File: src/rtl/uart_buffered.sv
// uart_buffered: buffered 8N1 UART sitting behind the j1b IO decode.
//   clk, resetq              : clock, async active-low reset
//   uart0_wr, uart_w[7:0]    : push a byte into the TX FIFO (dropped when full)
//   uart0_rd                 : pop the RX FIFO head (ignored when empty)
//   uart0_valid, uart0_data  : RX FIFO non-empty / show-ahead head (0 when empty)
//   tx_full                  : TX FIFO full
//   rx_overrun, rx_frame_err : sticky error flags, cleared only by reset
//   uart_tx, uart_rx         : serial pins (uart_rx is asynchronous to clk)

// Show-ahead FIFO, 2**AW entries, binary pointers with a wrap bit.
//   push/din, pop, dout, empty, full
module uart_buffered_fifo #(
  parameter int AW = 4
) (
  input  logic       clk,
  input  logic       rst_n,
  input  logic       push,
  input  logic [7:0] din,
  input  logic       pop,
  output logic [7:0] dout,
  output logic       empty,
  output logic       full
);
  logic [7:0]  mem [0:(1<<AW)-1];
  logic [AW:0] wp, rp;
  logic        do_push, do_pop;

  assign empty   = (wp == rp);
  assign full    = (wp[AW] != rp[AW]) && (wp[AW-1:0] == rp[AW-1:0]);
  // full/empty come from registered pointers, so a push colliding with a
  // pop while full is still refused.
  assign do_push = push & ~full;
  assign do_pop  = pop & ~empty;
  assign dout    = mem[rp[AW-1:0]];

  always_ff @(posedge clk or negedge rst_n)
    if (!rst_n) begin
      wp <= '0;
      rp <= '0;
    end else begin
      if (do_push) wp <= wp + 1'b1;
      if (do_pop)  rp <= rp + 1'b1;
    end

  always_ff @(posedge clk)
    if (do_push) mem[wp[AW-1:0]] <= din;
endmodule

module uart_buffered #(
  parameter int BAUD_DIV = 416,
  parameter int TX_AW    = 4,
  parameter int RX_AW    = 4
) (
  input  logic       clk,
  input  logic       resetq,
  input  logic       uart0_wr,
  input  logic [7:0] uart_w,
  input  logic       uart0_rd,
  output logic       uart0_valid,
  output logic [7:0] uart0_data,
  output logic       tx_full,
  output logic       rx_overrun,
  output logic       rx_frame_err,
  output logic       uart_tx,
  input  logic       uart_rx
);
  localparam int CW = $clog2(BAUD_DIV);
  typedef logic [CW-1:0] cnt_t;
  localparam cnt_t RELOAD = cnt_t'(BAUD_DIV - 1);
  localparam cnt_t HALF   = cnt_t'(BAUD_DIV / 2 - 1);

  // ---------------- TX ----------------
  typedef enum logic [1:0] {T_IDLE, T_START, T_DATA, T_STOP} tx_st_t;
  tx_st_t     tx_st, tx_st_n;
  cnt_t       tx_cnt, tx_cnt_n;
  logic [2:0] tx_bit, tx_bit_n;
  logic [7:0] tx_sh, tx_sh_n;
  logic       tx_pop, tx_empty;
  logic [7:0] tx_dout;

  uart_buffered_fifo #(.AW(TX_AW)) u_txq (
    .clk(clk), .rst_n(resetq), .push(uart0_wr), .din(uart_w),
    .pop(tx_pop), .dout(tx_dout), .empty(tx_empty), .full(tx_full));

  always_ff @(posedge clk or negedge resetq)
    if (!resetq) begin
      tx_st  <= T_IDLE;
      tx_cnt <= '0;
      tx_bit <= '0;
      tx_sh  <= '0;
    end else begin
      tx_st  <= tx_st_n;
      tx_cnt <= tx_cnt_n;
      tx_bit <= tx_bit_n;
      tx_sh  <= tx_sh_n;
    end

  always_comb begin
    tx_st_n  = tx_st;
    tx_cnt_n = tx_cnt;
    tx_bit_n = tx_bit;
    tx_sh_n  = tx_sh;
    tx_pop   = 1'b0;
    case (tx_st)
      T_IDLE:
        if (!tx_empty) begin
          tx_pop   = 1'b1;
          tx_sh_n  = tx_dout;
          tx_cnt_n = RELOAD;
          tx_st_n  = T_START;
        end
      T_START:
        if (tx_cnt == '0) begin
          tx_cnt_n = RELOAD;
          tx_bit_n = '0;
          tx_st_n  = T_DATA;
        end else tx_cnt_n = tx_cnt - cnt_t'(1);
      T_DATA:
        if (tx_cnt == '0) begin
          tx_cnt_n = RELOAD;
          if (tx_bit == 3'd7) tx_st_n = T_STOP;
          else begin
            tx_bit_n = tx_bit + 3'd1;
            tx_sh_n  = {1'b0, tx_sh[7:1]};
          end
        end else tx_cnt_n = tx_cnt - cnt_t'(1);
      T_STOP:
        if (tx_cnt == '0) begin
          // Back-to-back frames: reload straight into START, no idle bit.
          if (!tx_empty) begin
            tx_pop   = 1'b1;
            tx_sh_n  = tx_dout;
            tx_cnt_n = RELOAD;
            tx_st_n  = T_START;
          end else tx_st_n = T_IDLE;
        end else tx_cnt_n = tx_cnt - cnt_t'(1);
      default: tx_st_n = T_IDLE;
    endcase
  end

  // Decoded from state flops only, so reset forces the line high at once.
  assign uart_tx = (tx_st == T_START) ? 1'b0 :
                   (tx_st == T_DATA)  ? tx_sh[0] : 1'b1;

  // ---------------- RX ----------------
  typedef enum logic [2:0] {R_IDLE, R_START, R_DATA, R_STOP, R_WAITHI} rx_st_t;
  rx_st_t     rx_st, rx_st_n;
  cnt_t       rx_cnt, rx_cnt_n;
  logic [2:0] rx_bit, rx_bit_n;
  logic [7:0] rx_sh, rx_sh_n;
  logic [1:0] rx_sync;
  logic       rxs;
  logic       rx_push, rx_full, rx_empty, set_ovr, set_ferr;
  logic [7:0] rx_dout;

  assign rxs = rx_sync[1];

  uart_buffered_fifo #(.AW(RX_AW)) u_rxq (
    .clk(clk), .rst_n(resetq), .push(rx_push), .din(rx_sh),
    .pop(uart0_rd), .dout(rx_dout), .empty(rx_empty), .full(rx_full));

  assign uart0_valid = ~rx_empty;
  assign uart0_data  = rx_empty ? 8'h00 : rx_dout;

  always_ff @(posedge clk or negedge resetq)
    if (!resetq) begin
      rx_sync      <= 2'b11;
      rx_st        <= R_IDLE;
      rx_cnt       <= '0;
      rx_bit       <= '0;
      rx_sh        <= '0;
      rx_overrun   <= 1'b0;
      rx_frame_err <= 1'b0;
    end else begin
      rx_sync      <= {rx_sync[0], uart_rx};
      rx_st        <= rx_st_n;
      rx_cnt       <= rx_cnt_n;
      rx_bit       <= rx_bit_n;
      rx_sh        <= rx_sh_n;
      rx_overrun   <= rx_overrun | set_ovr;
      rx_frame_err <= rx_frame_err | set_ferr;
    end

  always_comb begin
    rx_st_n  = rx_st;
    rx_cnt_n = rx_cnt;
    rx_bit_n = rx_bit;
    rx_sh_n  = rx_sh;
    rx_push  = 1'b0;
    set_ovr  = 1'b0;
    set_ferr = 1'b0;
    case (rx_st)
      R_IDLE:
        if (!rxs) begin
          rx_cnt_n = HALF;
          rx_st_n  = R_START;
        end
      R_START:
        if (rx_cnt == '0) begin
          if (rxs) rx_st_n = R_IDLE;   // start bit gone by mid-bit: glitch
          else begin
            rx_cnt_n = RELOAD;
            rx_bit_n = '0;
            rx_st_n  = R_DATA;
          end
        end else rx_cnt_n = rx_cnt - cnt_t'(1);
      R_DATA:
        if (rx_cnt == '0) begin
          rx_sh_n  = {rxs, rx_sh[7:1]};
          rx_cnt_n = RELOAD;
          if (rx_bit == 3'd7) rx_st_n = R_STOP;
          else rx_bit_n = rx_bit + 3'd1;
        end else rx_cnt_n = rx_cnt - cnt_t'(1);
      R_STOP:
        if (rx_cnt == '0) begin
          if (rxs) begin
            if (rx_full) set_ovr = 1'b1;
            else rx_push = 1'b1;
            rx_st_n = R_IDLE;
          end else begin
            set_ferr = 1'b1;
            rx_st_n  = R_WAITHI;
          end
        end else rx_cnt_n = rx_cnt - cnt_t'(1);
      R_WAITHI:
        if (rxs) rx_st_n = R_IDLE;
      default: rx_st_n = R_IDLE;
    endcase
  end
endmodule

File: config.mk
export PLATFORM = sky130hd
export DESIGN_NAME = uart_buffered
export DESIGN_NICKNAME = d
export VERILOG_FILES = /design/src/rtl/uart_buffered.sv
export SDC_FILE = /design/constraint.sdc
export NUM_CORES = 1
export LEC_CHECK = 0
export ABC_AREA = 1
export ABC_CLOCK_PERIOD_IN_PS = 3150
export CORE_MARGIN = 2
export CORE_UTILIZATION = 28
export CTS_BUF_LIST = sky130_fd_sc_hd__clkbuf_2
export DETAILED_ROUTE_END_ITERATION = 7
export DONT_BUFFER_PORTS = 1
export SETUP_SLACK_MARGIN = 0.5
export SLEW_MARGIN = 20
export SYNTH_ARGS = -nofsm -noshare
export SYNTH_HDL_FRONTEND = slang
export SYNTH_SLANG_ARGS = --single-unit
File: constraint.sdc
create_clock -name clk -period 3.15 [get_ports clk]
set_clock_uncertainty 0.05 [all_clocks]
set_input_delay 0.7875 -clock clk [delete_from_list [all_inputs] [get_ports clk]]
set_output_delay 0.7875 -clock clk [all_outputs]
set_load 0.05 [all_outputs]
=== Word level (Yosys, flattened, before mapping) ===
Memories as Yosys holds them, arrays and structs flattened.
Cells that the tools add are included.

* Reduce and logical (&&, ||, !) cells: 18
* Mux-type cells: 61
* Eq/ne operators: 31
* Bitwise operators: 10
* $add $sub $neg: 8

{| class="wikitable"
|+ Operators with widths
! cell !! count
|-
| 9-bit 2-to-1 mux || 8
|-
| 3-bit 2-to-1 mux || 14
|-
| 8-bit 2-to-1 mux || 5
|-
| 9-bit case mux with 4 select lines || 1
|-
| 2-bit != test (second input constant) || 15
|-
| 9-bit case mux with 3 select lines || 1
|-
| 8-bit case mux with 3 select lines || 1
|-
| 5-bit by 1-bit adder with 5-bit output (second input constant) || 4
|-
| 1-bit 2-to-1 mux || 20
|-
| 9-bit zero test || 2
|-
| 9-bit by 1-bit subtractor with 9-bit output (second input constant) || 2
|-
| 3-bit case mux with 5 select lines || 1
|-
| 2-bit 2-to-1 mux || 6
|-
| 3-bit case mux with 2 select lines || 2
|-
| 4-bit AND reduction || 3
|-
| 5-bit equality test || 2
|-
| 5-bit AND reduction || 2
|-
| 3-bit equality test (second input constant) || 3
|-
| 4-bit equality test || 2
|-
| 2-bit case mux with 4 select lines || 1
|-
| 3-bit by 1-bit adder with 3-bit output (second input constant) || 2
|-
| 3-bit by 2-bit equality test with 1-bit output (second input constant) || 2
|-
| 6-bit AND reduction || 1
|-
| 1-bit AND || 4
|-
| other kinds (16) || 24
|}

* Input bits: 13
* Memories kept: 2
* Bits in writable memories: 256
* Output and inout port bits: 13
* Flip-flop bits (word level): 69
* Logic and storage cells: 145

{| class="wikitable"
|+ Memory list
! memory !! depth !! bits a word !! read ports !! clocked after Yosys merged registers in !! write ports !! RTL line !! source
|-
| u_rxq.mem || 16 || 8 || 1 || 0 || 1 || 24 || <nowiki>logic [7:0] mem [0:(1<<AW)-1];</nowiki>
|-
| u_txq.mem || 16 || 8 || 1 || 0 || 1 || 24 ||
|}

=== Logic depth before layout (Yosys ltp) ===
Gate-level depths: netlist of the first run.

* Word-level depth: 9
* Mapped depth: 12
* Mapped depth without buffers: 11

=== Modules after synthesis ===
Synthesis of the first run repeated with hierarchy kept, for this count alone.

* Cells, all modules: 1,515
* Area, all modules: 14,863.0 sq um

{| class="wikitable"
|+ Modules (own cells, without submodules)
! module !! cells each !! area an instance (sq um) !! instances !! sequential area each (sq um)
|-
| uart_buffered_fifo (u_rxq) || 559 || 5,962.0 || 1 || 4,093.9
|-
| uart_buffered_fifo (u_txq) || 559 || 5,936.9 || 1 || 4,093.9
|-
| uart_buffered || 397 || 2,964.1 || 1 || 1,228.7
|}

=== Worst setup path before layout of the first run ===
Ideal clock, no wire load.

* Path type: register -> output
* Start: register u_rxq.rp[0]
* End: output port uart0_data[4]
* Setup slack: 353 ps
* Data arrival time: 1,959 ps
* Cell stages (with the launch flop): 8
* Path buffers: 2
* Required time: 2,312 ps
* Path through: dfrtp_1 > inv_1 > buf_2 > clkbuf_1 > nor2_1 > o211ai_1 > nand3_1 > a21oi_1

* Longest elaborated chain between the ends: 2
* Elaborated cells between the ends (all ways): 3
* Those cells by class: eq/ne: 1; mux: 1; memory: 1

{| class="wikitable"
|+ RTL lines
! element !! RTL line !! source
|-
| start: declaration || 25 || <nowiki>logic [AW:0] wp, rp;</nowiki>
|-
| start signal: assignment || 42 || <nowiki>if (do_pop) rp <= rp + 1'b1;</nowiki>
|-
| memory read 16 x 8 bit / 5-bit equality test (equally long branches) || n/a ||
|-
| 8-bit 2-to-1 mux * || 163 || <nowiki>assign uart0_data = rx_empty ? 8'h00 : rx_dout;</nowiki>
|-
| end: declaration || 60 || <nowiki>output logic [7:0] uart0_data,</nowiki>
|}

Mark *: on every way between the ends. The rest lies on a longest branch, timed or not.

=== Worst setup path in the final report of the first run ===
* Start: register u_rxq.rp[1]
* End: output port uart0_data[2]

Same word-level chain as after synthesis.

==> results of run 1 <==
metrics by stage:
stage	setup WS [ns]	cell area, um^2	hold slack [ns]	cells	total power, uW
global route	-0.557	16900	0.160	2246	11800
finish	-0.308	16900	0.262	2247	11200
CTS	-0.416	16800	0.172	2235	11200
detailed placement	0.350	15600	0.299	2050	7970
floorplan	0.631	14400	0.295	1367	6870
global placement	0.317	15600	0.298	2050	7930
critical path: stages, from the launching register on:
cell and delay (ns):
dfrtp_2 0.47, buf_12 0.18, o21ai_1 0.08, o211ai_1 0.28
nand3_1 0.16, a21oi_2 0.25, buf_12 0.17
cell usage in the layout (no fill, tap or decap), types with 13 or more instances in the layout:
| cell type | n |
|---|---|
| nand2_1 | 282 |
| edfxtp_1 | 256 |
| nor2_1 | 205 |
| clkbuf_2 | 122 |
| o21ai_0 | 115 |
| nand3_1 | 103 |
| inv_1 | 88 |
| buf_4 | 61 |
| dfrtp_1 | 60 |
| clkinv_1 | 22 |
| ha_1 | 20 |
| o211ai_1 | 19 |
| o22ai_1 | 18 |
| nand2_2 | 17 |
| xor2_1 | 16 |
| buf_12 | 13 |
sequential cells by signal, summed over array words and instances, names as in the netlist:
register / count
u_txq.wp: 5
rx_sync: 2
u_rxq.rp: 5
u_txq.rp: 5
tx_cnt: 9
u_rxq.mem: 128
rx_sh: 8
u_txq.mem: 128
rx_st: 3
rx_bit: 3
tx_st: 2
tx_sh: 8
tx_bit: 3
rx_overrun: 1
u_rxq.wp: 5
rx_cnt: 9
rx_frame_err: 1
routing by layer:
metal	global-route usage (%)	routed length, um
met5	0	0
met4	4.50	819
met3	3.30	1710
met2	20.4	15800
met1	16.2	14900
worst max path at each step:
stage | endpoint | startpoint | cells after the start
global route | uart0_data[2] | u_rxq.rp[0]$_DFFE_PN0P_ | 7
CTS | uart0_data[0] | u_rxq.rp[1]$_DFFE_PN0P_ | 6
global placement | uart0_data[2] | u_rxq.rp[3]$_DFFE_PN0P_ | 7
finish | uart0_data[2] | u_rxq.rp[1]$_DFFE_PN0P_ | 6
detailed placement | uart0_data[2] | u_rxq.rp[3]$_DFFE_PN0P_ | 7
floorplan | uart0_data[0] | u_rxq.rp[1]$_DFFE_PN0P_ | 9
where the power goes:
group	internal, uW	switching [uW]	total, uW
Combinational	1300	2010	3310
Clock	1130	1740	2870
Sequential	4840	149	4990
Total	7270	3900	11200
what timing repair did:
| action | 4_1_cts | 5_1_grt |
|---|---|---|
| resized for setup | 39 | 10 |
| endpoints found under the setup margin | 11 | 19 |
| setup buffers | 20 | 4 |
| pin swaps | 14 | 4 |
| hold buffers | 13 | 0 |
| hold endpoints to repair | 206 | 0 |
| cloned | 1 | 2 |
synthesized netlist by cell type, drive strengths merged, types with 5 or more instances:
| cell type | n |
|---|---|
| a21oi | 20 |
| buf | 33 |
| clkbuf | 17 |
| clkinv | 5 |
| dfrtp | 67 |
| edfxtp | 256 |
| ha | 22 |
| inv | 106 |
| nand2 | 301 |
| nand3 | 107 |
| nor2 | 217 |
| o211ai | 19 |
| o21ai | 124 |
| o22ai | 18 |
| or2 | 8 |
| xnor2 | 7 |
| xor2 | 17 |
final cells by class:
class	instances	share of cell area, %
Clock inverter	29	0.934
Antenna cell	6	0.0889
Multi-Input combinational cell	881	26.2
Timing Repair Buffer	93	5.73
Inverter	111	2.60
Sequential cell	325	55.8
Tap cell	680	5.04
Clock buffer	122	3.62
cell families after synthesis:
family                   synth area share (%)
multiplexers                           0.0782
XOR/XNOR                                 1.51
buffers and inverters                    4.64
AND/OR/NAND/NOR                          18.9
adder cells (fa/ha/maj)                  1.91
flip-flops                               65.4
AO/OA/AOI/OAI                            7.53
==> flow_summary.toml, run 1 <==
[run_status]
status = "finished with violations"
violations = "negative setup slack"

[clock_tree]
cts_tree = "done"
clk_pin_slew_ns = 0.11
cts_root_buffer = "clkbuf_2"
cts_buffers = 81
cts_sinks = 325
cts_buffer_depth = 3
clock_latency_ns = 1.02
cts_max_level = 3

[grt]
grt_max_degree = 70
grt_first_pass_wirelength_um = 53000
grt_pass1_vias = 9849
grt_usage_pct = 12.6
overflow = 0
antenna_found_initial = 2

[timing]
fin_ws_ns = -0.308
fin_setup_tns_ns = -2.19
layout_min_cycle_time_ns = 3.46
slew_violations = 0
tightest_slew_ns = 0.865
fmax_mhz = 289
fin_crit_sh_pct = 110
relSlewSlack_pct = 42.2
setup_viol = 9
rsz0062_at_grt = "yes"
finalHoldViolCount = 0

[drt]
routed_wl_um = 33300
firstDrtPassIters = 8
drt_iter0_markers = 865
via_per_inst = 4.45
vias = 10000
routedWlPerCell_um = 14.8
ant_nets = 0
drc_errors = 0

[synthesis]
synth_edf_count = 256
async_reset_ff_share_pct = 21.2
ys_ff_latch = 325
yosysUniqueCellTypes = 47
yosysWarnings = 0
synth.avg_cell_area_um2 = 10.5
synth_ff_type = "edfxtp_1"
yosysTopAreaCell = "edfxtp_1"
synth_top_area_share_pct = 53.4
synth.cell_area_mm2 = 0.0144
ys_seq_area_share_pct = 65.4
synthCells = 1367
yosys-top-cells-area = "edfxtp_1 (53%), dfrtp_1 (12%), nand2_1 (7.5%)"
synth_fp_nets = 1402

[setup_path]
cp_data_arrival_time_ns = 2.62
critPathMaxFanout = 21
rr_startpoint = "rx_cnt[0]$_DFFE_PN0P_"
cp.required_ns = 2.31
r2r-end = "u_rxq.mem[4][1]$_DFFE_PP_"
crit_path_end_kind = "output port"
regToRegSetupSlack_ns = 0.73
startpoint_type = "register"
reg2regPathDepth = 10
critical_path_class = "register to output port"

[pwr]
powerDensity_mw_per_mm2 = 662
ir_drop_uv = 406
leakagePower_uw = 0.00635

[place]
routabilityCongestion = 0.822
port_buffers = 0
dpl.hpwl_um = 20300

[finish]
drive_gt1_share_pct = 19.3
fin_util_pct = 33.0
multiInputGateArea_mm2 = 0.00442
fill_cells = 5209
area_growth_pct = 17.3
nets = 1528
ff_latch_area_mm2 = 0.00943

[die]
die-area_mm2 = 0.0532
fp.dieW_um = 231
start_util_pct = 28.2
fp.dieH_um = 231
rows = 83
core-area_mm2 = 0.0511
ios = 26

[flow_run]
max-cap-violations = 0

[worst_hold_path]
hold_path.class = "input port to asynchronous set/reset pin"
Power figures use the tool's default switching activity.
==> inputs of run 2 (changes only) <==
--- a/config.mk
+++ b/config.mk
@@ -5,13 +5,13 @@
 export SDC_FILE = /design/constraint.sdc
 export NUM_CORES = 1
 export LEC_CHECK = 0
-export ABC_AREA = 1
 export ABC_CLOCK_PERIOD_IN_PS = 3150
 export CORE_MARGIN = 2
 export CORE_UTILIZATION = 28
 export CTS_BUF_LIST = sky130_fd_sc_hd__clkbuf_2
 export DETAILED_ROUTE_END_ITERATION = 7
 export DONT_BUFFER_PORTS = 1
+export PLACE_DENSITY = 0.4
 export SETUP_SLACK_MARGIN = 0.5
 export SLEW_MARGIN = 20
 export SYNTH_ARGS = -nofsm -noshare
==> flow_summary.toml, run 2 <==
[run_status]
status = "finished with violations"
violations = "negative setup slack"

[timing]
whs_ns = 0.180
fmax_mhz = 259
setup_viol = 9
fin_ws_ns = -0.705
fin_crit_sh_pct = 122
rsz0062_at_grt = "yes"
layout_min_cycle_time_ns = 3.85
tightest_slew_ns = 0.877
slew_violations = 0
finalHoldViolCount = 0
relSlewSlack_pct = 41.5

[finish]
final_common_cell = "edfxtp_1"
area_growth_pct = 18.2
fill_cells = 4710
layout_common_cells = "edfxtp_1 (256), clkbuf_2 (133), mux4_2 (65)"
nets = 979
drive_gt1_share_pct = 34.7
instances_no_fill = 1628

[setup_path]
crit_path_max_incr_delay_ns = 0.56
cp_data_arrival_time_ns = 3.02
regToRegSetupSlack_ns = 0.30
r2r-end = "u_rxq.mem[11][4]$_DFFE_PP_"
cp_slowest_cell = "mux4_2"
crit_path_start = "u_rxq.rp[0]$_DFFE_PN0P_"
critical_path_class = "register to output port"
crit_path_end_kind = "output port"
path_common_cell = "mux4_2"
critPathMaxFanout = 5
rr_startpoint = "rx_cnt[0]$_DFFE_PN0P_"
crit_chain = "buf_12 -> clkbuf_16 -> mux4_2 -> mux4_2 -> and2_4"
cp.required_ns = 2.31
reg2regPathDepth = 7
crit_end = "uart0_data[1]"
startpoint_type = "register"

[synthesis]
synthCells = 809
ys_seq_area_share_pct = 69.3
ys_ff_latch = 325
synth.top_cells.by_count = "edfxtp_1 (256), dfrtp_1 (67), mux4_2 (65)"
yosysWarnings = 0
yosysUniqueCellTypes = 60
yosysTopAreaCell = "edfxtp_1"
synth.cell_area_mm2 = 0.0136
synth.avg_cell_area_um2 = 16.8
synth_ff_type = "edfxtp_1"
yosys-top-cells-area = "edfxtp_1 (57%), dfrtp_1 (12%), mux4_2 (11%)"
synth_edf_count = 256
synth_top_area_share_pct = 56.6
synth.most_common_cell = "edfxtp_1"
synth_fp_nets = 844
async_reset_ff_share_pct = 21.2

[die]
core-area_mm2 = 0.0478
rows = 80
fp.dieW_um = 224
fp.dieH_um = 224
die-area_mm2 = 0.0503
start_util_pct = 28.4
ios = 26

[grt]
grt_max_degree = 70
grt_usage_pct = 13.4
overflow = 0
grt_pass1_vias = 7875
grt-busiest-layer = "met2"
grtUsageMet3_pct = 3.36
grt_first_pass_wirelength_um = 49700
antenna_found_initial = 3
grt_use_met2_pct = 20.2
grtUsageMet1_pct = 18.3

[worst_hold_path]
hold_depth = 3
hold_path.class = "input port to register"

[drt]
firstDrtPassIters = 7
via_per_inst = 4.65
drc_errors = 0
ant_nets = 0
routed_wl_um = 33100
vias = 7578
drt_iter0_markers = 490
routedWlPerCell_um = 20.3

[clock_tree]
cts_buffer_depth = 3
cts_root_buffer = "clkbuf_2"
cts_max_level = 3
cts_sinks = 325
cts_tree = "done"
clk_pin_slew_ns = 0.10
cts_buffers = 88
clock_latency_ns = 1.02

[pwr]
power_switching_uw = 3670
pwr-share-comb_pct = 26.8
leakagePower_uw = 0.00546
switching_share_pct = 33.2
clkPwrFrac_pct = 26.1
intPower_uw = 7380
ir_drop_uv = 305
powerDensity_mw_per_mm2 = 687
seqPwrFrac_pct = 47.1

[place]
port_buffers = 0
routabilityCongestion = 0.723
placed_cells = 1431
dpl.hpwl_um = 20100

[flow_run]
max-cap-violations = 0
-- run 2: cell type report --
cell class / instances / area [um^2] / share of cell area, %
inverters: 26 / 100 / 0.623
clock inverters: 22 / 93.8 / 0.584
flip-flops and latches: 325 / 9420 / 58.6
clock buffers: 133 / 666 / 4.14
diodes: 4 / 10.0 / 0.0623
well taps: 615 / 769 / 4.79
multi-input cells: 419 / 4130 / 25.7
repair buffers: 84 / 883 / 5.50
-- run 2: what timing repair did --
| action | in CTS | in global routing |
|---|---|---|
| hold endpoints to repair | 203 | 0 |
| pin swaps | 8 | 3 |
| gates cloned | 0 | 3 |
| endpoints found under the setup margin | 140 | 148 |
| setup buffers | 16 | 7 |
| resized for setup | 35 | 19 |
| hold buffers | 12 | 0 |
-- run 2: kinds of logic (layout without fill, tap and decap cells) --
logic type      count (synthesis)  after routing  share of synthesized area [%]
flops                         325            325                           69.3
xor+xnor                       29             29                           1.92
fa+ha+maj                      22             22                           2.03
buf+inv                        65            265                           1.83
compound gates                111            111                           5.51
other cells                     0              4                              0
mux                            99             99                           13.4
simple gates                  158            158                           6.06
-- run 2: power by group through the flow --
stage                     Clock [uW]  Combinational (uW)  Sequential, uW
final                           2890                2960            5200
after global routing            3270                3260            5240
after CTS                       3050                2990            5190
after detailed placement           0                2730            5320
after global placement             0                2730            5330
after floorplan                    0                1960            5230
-- run 2: critical path, delay by kind of cell, from the launching register on --
family                 cells  cell delay [ns]
multiplexers               2             1.06
flip-flops                 1             0.41
buffers and inverters      2             0.28
AND/OR/NAND/NOR            1             0.23
-- run 2: routing by layer --
metal,up-vias,routed length (um)
met5,-,12
met4,2,735
met3,67,1530
met2,148,15500
met1,3857,15400
li1,3504,-
-- run 2: how the worst min path moves through the flow --
stage	slack [ns]	startpoint	endpoint
2_1_floorplan	0.30	rx_sync[0]$_DFF_PN1_	rx_sync[1]$_DFF_PN1_
3_3_place_gp	0.30	rx_sync[0]$_DFF_PN1_	rx_sync[1]$_DFF_PN1_
3_5_place_dp	0.30	rx_sync[0]$_DFF_PN1_	rx_sync[1]$_DFF_PN1_
4_1_cts	0.05	uart0_wr	u_txq.wp[0]$_DFFE_PN0P_
5_1_grt	0.1	uart0_wr	u_txq.wp[0]$_DFFE_PN0P_
6_report	0.18	uart0_wr	u_txq.wp[0]$_DFFE_PN0P_
-- run 2: through the flow --
step                util, %  setup slack [ns]  TNS [ns]  instance area (um^2)  power (uW)
finish                 33.6            -0.705     -5.92                 16100       11000
global route           33.6            -0.824     -7.38                 16100       11800
CTS                    33.1            -0.834     -7.10                 15800       11200
detailed placement     30.7             0.110         0                 14700        8040
global placement       30.7             0.127         0                 14700        8050
floorplan                 -             0.255         0                 13700        7190
